===== config.mk =====
export PLATFORM = sky130hd
export DESIGN_NAME = edge_toggle_tx
export DESIGN_NICKNAME = d
export VERILOG_FILES = /design/src/rtl/edge_toggle_tx.sv
export SDC_FILE = /design/constraint.sdc
export NUM_CORES = 1
export LEC_CHECK = 0
export ABC_CLOCK_PERIOD_IN_PS = 2580
export CAP_MARGIN = 30
export CORE_UTILIZATION = 55
export CTS_CLUSTER_DIAMETER = 200
export DETAILED_ROUTE_END_ITERATION = 8
export GPL_TIMING_DRIVEN = 0
export PLACE_DENSITY = 0.8
export SETUP_SLACK_MARGIN = 0.5
export SLEW_MARGIN = 10
export SYNTH_ARGS = -nofsm -noshare
export SYNTH_HDL_FRONTEND = slang
export SYNTH_SLANG_ARGS = --single-unit

===== constraint.sdc =====
create_clock -name clk -period 2.58 [get_ports clk]
set_input_delay 0.516 -clock clk [delete_from_list [all_inputs] [get_ports clk]]
set_output_delay 0.516 -clock clk [all_outputs]
set_load 0.005 [all_outputs]

===== src/rtl/edge_toggle_tx.sv =====
// Toggle-line event transmitter: each queued event becomes one level change on sig,
// with a minimum hold between changes so a once-per-clock edge detector never misses one.
module edge_toggle_tx #(
    parameter int   HOLD       = 2,
    parameter int   CNT_W      = 4,
    parameter logic INIT_LEVEL = 1'b0
) (
    input  logic             clk,
    input  logic             reset,
    input  logic             ev,
    input  logic             clr_ovf,
    output logic             sig,
    output logic             busy,
    output logic [CNT_W-1:0] pending,
    output logic             ovf
);

    typedef enum logic {
        S_IDLE,
        S_HOLD
    } state_t;

    localparam logic [7:0]       HOLD_RELOAD = 8'(HOLD - 1);
    localparam logic [CNT_W-1:0] PEND_MAX    = '1;
    localparam logic [CNT_W-1:0] PEND_ONE    = CNT_W'(1);

    state_t     state;
    logic [7:0] timer;
    logic       emit;
    logic       drop;

    // A same-cycle request is served straight from the input, so an idle
    // line answers ev without first parking it in the counter.
    assign emit = (state == S_IDLE) && ((pending != '0) || ev);
    assign drop = ev && !emit && (pending == PEND_MAX);
    assign busy = (state == S_HOLD) || (pending != '0);

    // NOTE: every register below is assigned with <= so all updates see the
    // pre-edge values of emit/drop, exactly as the combinational terms above.
    always_ff @(posedge clk or negedge reset) begin
        if (!reset) begin
            sig     <= INIT_LEVEL;
            state   <= S_IDLE;
            timer   <= '0;
            pending <= '0;
            ovf     <= 1'b0;
        end else begin
            if (emit) begin
                sig <= ~sig;
            end

            case (state)
                S_IDLE: begin
                    if (emit && (HOLD > 1)) begin
                        state <= S_HOLD;
                        timer <= HOLD_RELOAD;
                    end
                end
                S_HOLD: begin
                    timer <= timer - 8'd1;
                    if (timer == 8'd1) begin
                        state <= S_IDLE;
                    end
                end
            endcase

            // inc and dec together cancel; a full counter drops the new event.
            if (ev && !emit && (pending != PEND_MAX)) begin
                pending <= pending + PEND_ONE;
            end else if (!ev && emit) begin
                pending <= pending - PEND_ONE;
            end

            if (drop) begin
                ovf <= 1'b1;
            end else if (clr_ovf) begin
                ovf <= 1'b0;
            end
        end
    end

endmodule

==> out/metrics.cfg <==
[outcome]
status = finished, final reports clean

[layout]
area_growth_pct = 25.82
finalNetCount = 100
drive_gt1_share_pct = 28.89
final_cell_area_mm2 = 0.001006
antenna_cells = 0

[timing]
worstMarginPinSlew_ps = 633.0
rsz0062_at_grt = no
setup_ws_ps = 567.3
period_needed_ps = 2013
fmaxAchievable_mhz = 496.8
setup_violations = 0
whs_ps = 495.6
tns_ps = 0
finalHoldViolCount = 0
drv_slew = 0
finalClockSkew_ps = 3.128
max_slew_margin_pct = 57.67
fin_crit_sh_pct = 78.01

[setup_path]
max_stage_delay_ps = 530
cp_cell_sequence = or4_4 -> nand2b_4 -> clkbuf_2
start_kind = register
cp_max_fo = 2
cp-end-kind = primary output
critPathArrivalTime_ps = 1500
cpMaxStageDelayCell = or4_4
critPathKind = register to primary output
timing.rr.start = pending[0]
setup.worst_path.start = pending[0]
cp.required_ps = 2060

[drt]
vias = 594
wirelength_mm = 1.610
drcViolationCount = 0
drtPass1Iterations = 4
wl_per_cell_um = 15.33
ant_nets = 0
viasPerCell = 5.657
drtIter0Drc = 8

[clock_tree]
clk_path_buf_depth = 2
hold_buffers = 0
cts.sinks = 15
cts_root_buffer = clkbuf_4
clkTransAtPathRegs_ps = 90
clk_latency_ps = 290
cts_buffers = 3
tritoncts = yes
htree_levels = 1

[worst_hold_path]
min_path_type = register to register
min-delay-start = timer[7]

[power_and_ir_drop]
vdd.ir_drop.worst_mv = 0.6958
swShare_pct = 38.49
comb_power_share_pct = 50.0
power.share.clock_pct = 11.4
cellLeakagePower_nw = 0.4537
power_density_mw_per_mm2 = 1193
sequentialPowerShare_pct = 38.5
p_int_mw = 0.7380
switching_power_mw = 0.4618

[yosys]
synth.cell_area_um2 = 799.5
ys_warn_count = 0
ys.flop_type = dfrtp_1
syn_nets = 79
synth.area.top_cells = dfrtp_1 47%, ha_1 6.3%, mux2i_1 3.8%
synth_cells = 70
synth_top_area_cell = dfrtp_1
synth_top_area_share_pct = 46.95
ys_seq_area_share_pct = 46.95
async_flop_share_pct = 100.0
postSynthAreaPerCell_um2 = 11.42
yosysUniqueCellTypes = 31
synth_seq_cells = 15
synth-edff-count = 0
synth_top_cells_by_count = 15 x dfrtp_1, 5 x inv_1, 4 x ha_1, 4 x nand3_1
synth.most_common_cell = dfrtp_1

[die]
core_area_mm2 = 0.001334
start_util_pct = 59.94
rows = 13
ioPinCount = 11
die_area_mm2 = 0.001610
dieWidth_um = 40.13
die_y_um = 40.13

[placed_design]
port_buffers = 10
gp_congestion = 0.6998
dp_hpwl_mm = 1.108
place_ws_ps = 32.39
place_area_um2 = 918.4

[run]
drv_cap = 0

[global_routing]
antenna_found_initial = 0
grt_max_degree = 16
grt_pass1_wl_mm = 2.304
overflow = 0
grt_pass1_vias = 530
grt.total_usage_pct = 23.59

-- state kept, by name, summed over array words and instances (netlist names) --
name / flops
pending: 4
state: 1
ovf: 1
sig: 1
timer: 8
-- per-stage QoR --
| stage | utilization, % | std cells | total power, mW |
|---|---|---|---|
| 2_1_floorplan | - | 70 | 0.8020 |
| 3_3_place_gp | 68.86 | 95 | 0.9577 |
| 3_5_place_dp | 68.86 | 95 | 0.9899 |
| 4_1_cts | 72.61 | 102 | 1.167 |
| 5_1_grt | 75.42 | 105 | 1.288 |
| 6_report | 75.42 | 105 | 1.200 |
-- cell families after synthesis --
family / after synthesis / synth area share [%]
buffers and inverters: 7 / 3.442
XOR/XNOR: 4 / 4.383
flip-flops: 15 / 46.95
AO/OA/AOI/OAI: 14 / 12.36
adder cells (fa/ha/maj): 5 / 8.764
multiplexers: 5 / 7.512
AND/OR/NAND/NOR: 20 / 16.59
-- layout by cell type (no fill, tap or decap), drive strengths merged, types with 2 or more instances in the layout --
cell type,synthesis,layout
buf,1,7
dfrtp,15,15
inv,6,6
xor2,3,3
ha,4,4
mux2i,3,3
nor2,2,2
nor4,2,2
nand2,5,5
nand4,2,2
a21oi,3,3
mux2,2,2
clkdlybuf4s50,0,8
o21ai,5,5
nand3,5,5
clkbuf,0,4
-- timing repair --
action                     4_1_cts  5_1_grt
setup endpoints to repair        2        2
pin swaps                        1        3
resized for setup                4        5
setup buffers                    3        3
-- worst max-delay path: cells and delay by family (launching register included) --
family	cells	cell delay, ps
and+or+nand+nor	2	680
buffers and inverters	1	100
DFF	1	420
-- routing by layer --
layer / part of all wire, % / wire [µm] / track usage (%) / vias up
met3: 3.4 / 54 / 6.667 / 4
met2: 50 / 801 / 37.10 / 17
met1: 44 / 716 / 27.82 / 279
li1: - / - / - / 294
met5: 0 / 0 / 0 / -
met4: 2.4 / 38 / 15.52 / 0
-- power by group through the flow --
| stage | clock, mW | sequential [mW] | combinational [mW] |
|---|---|---|---|
| floorplan | 0 | 0.457 | 0.345 |
| global placement | 0 | 0.474 | 0.484 |
| detailed placement | 0 | 0.484 | 0.506 |
| CTS | 0.142 | 0.460 | 0.565 |
| global route | 0.153 | 0.478 | 0.657 |
| finish | 0.137 | 0.462 | 0.600 |
-- layout make-up --
| class | count | area, µm² |
|---|---|---|
| sequential | 15 | 377.9 |
| fill | 102 | 327.8 |
| clock buffer | 3 | 22.52 |
| buffer | 1 | 5.005 |
| tap | 15 | 18.77 |
| clock inverter | 1 | 5.005 |
| timing repair buffer | 16 | 138.9 |
| inverter | 6 | 22.52 |
| multi-input combinational | 48 | 415.4 |
-- worst paths after layout --
kind,endpoint,slack (ps),depth (start not counted)
max,busy,570,3
max in group asynchronous,pending[0],1530,1
min,timer[7],500,1
min in group asynchronous,timer[6],610,1
min reg2reg,timer[7],500,1
max reg2reg,pending[3],620,8
No activity file was read; power rests on OpenSTA's default activity.
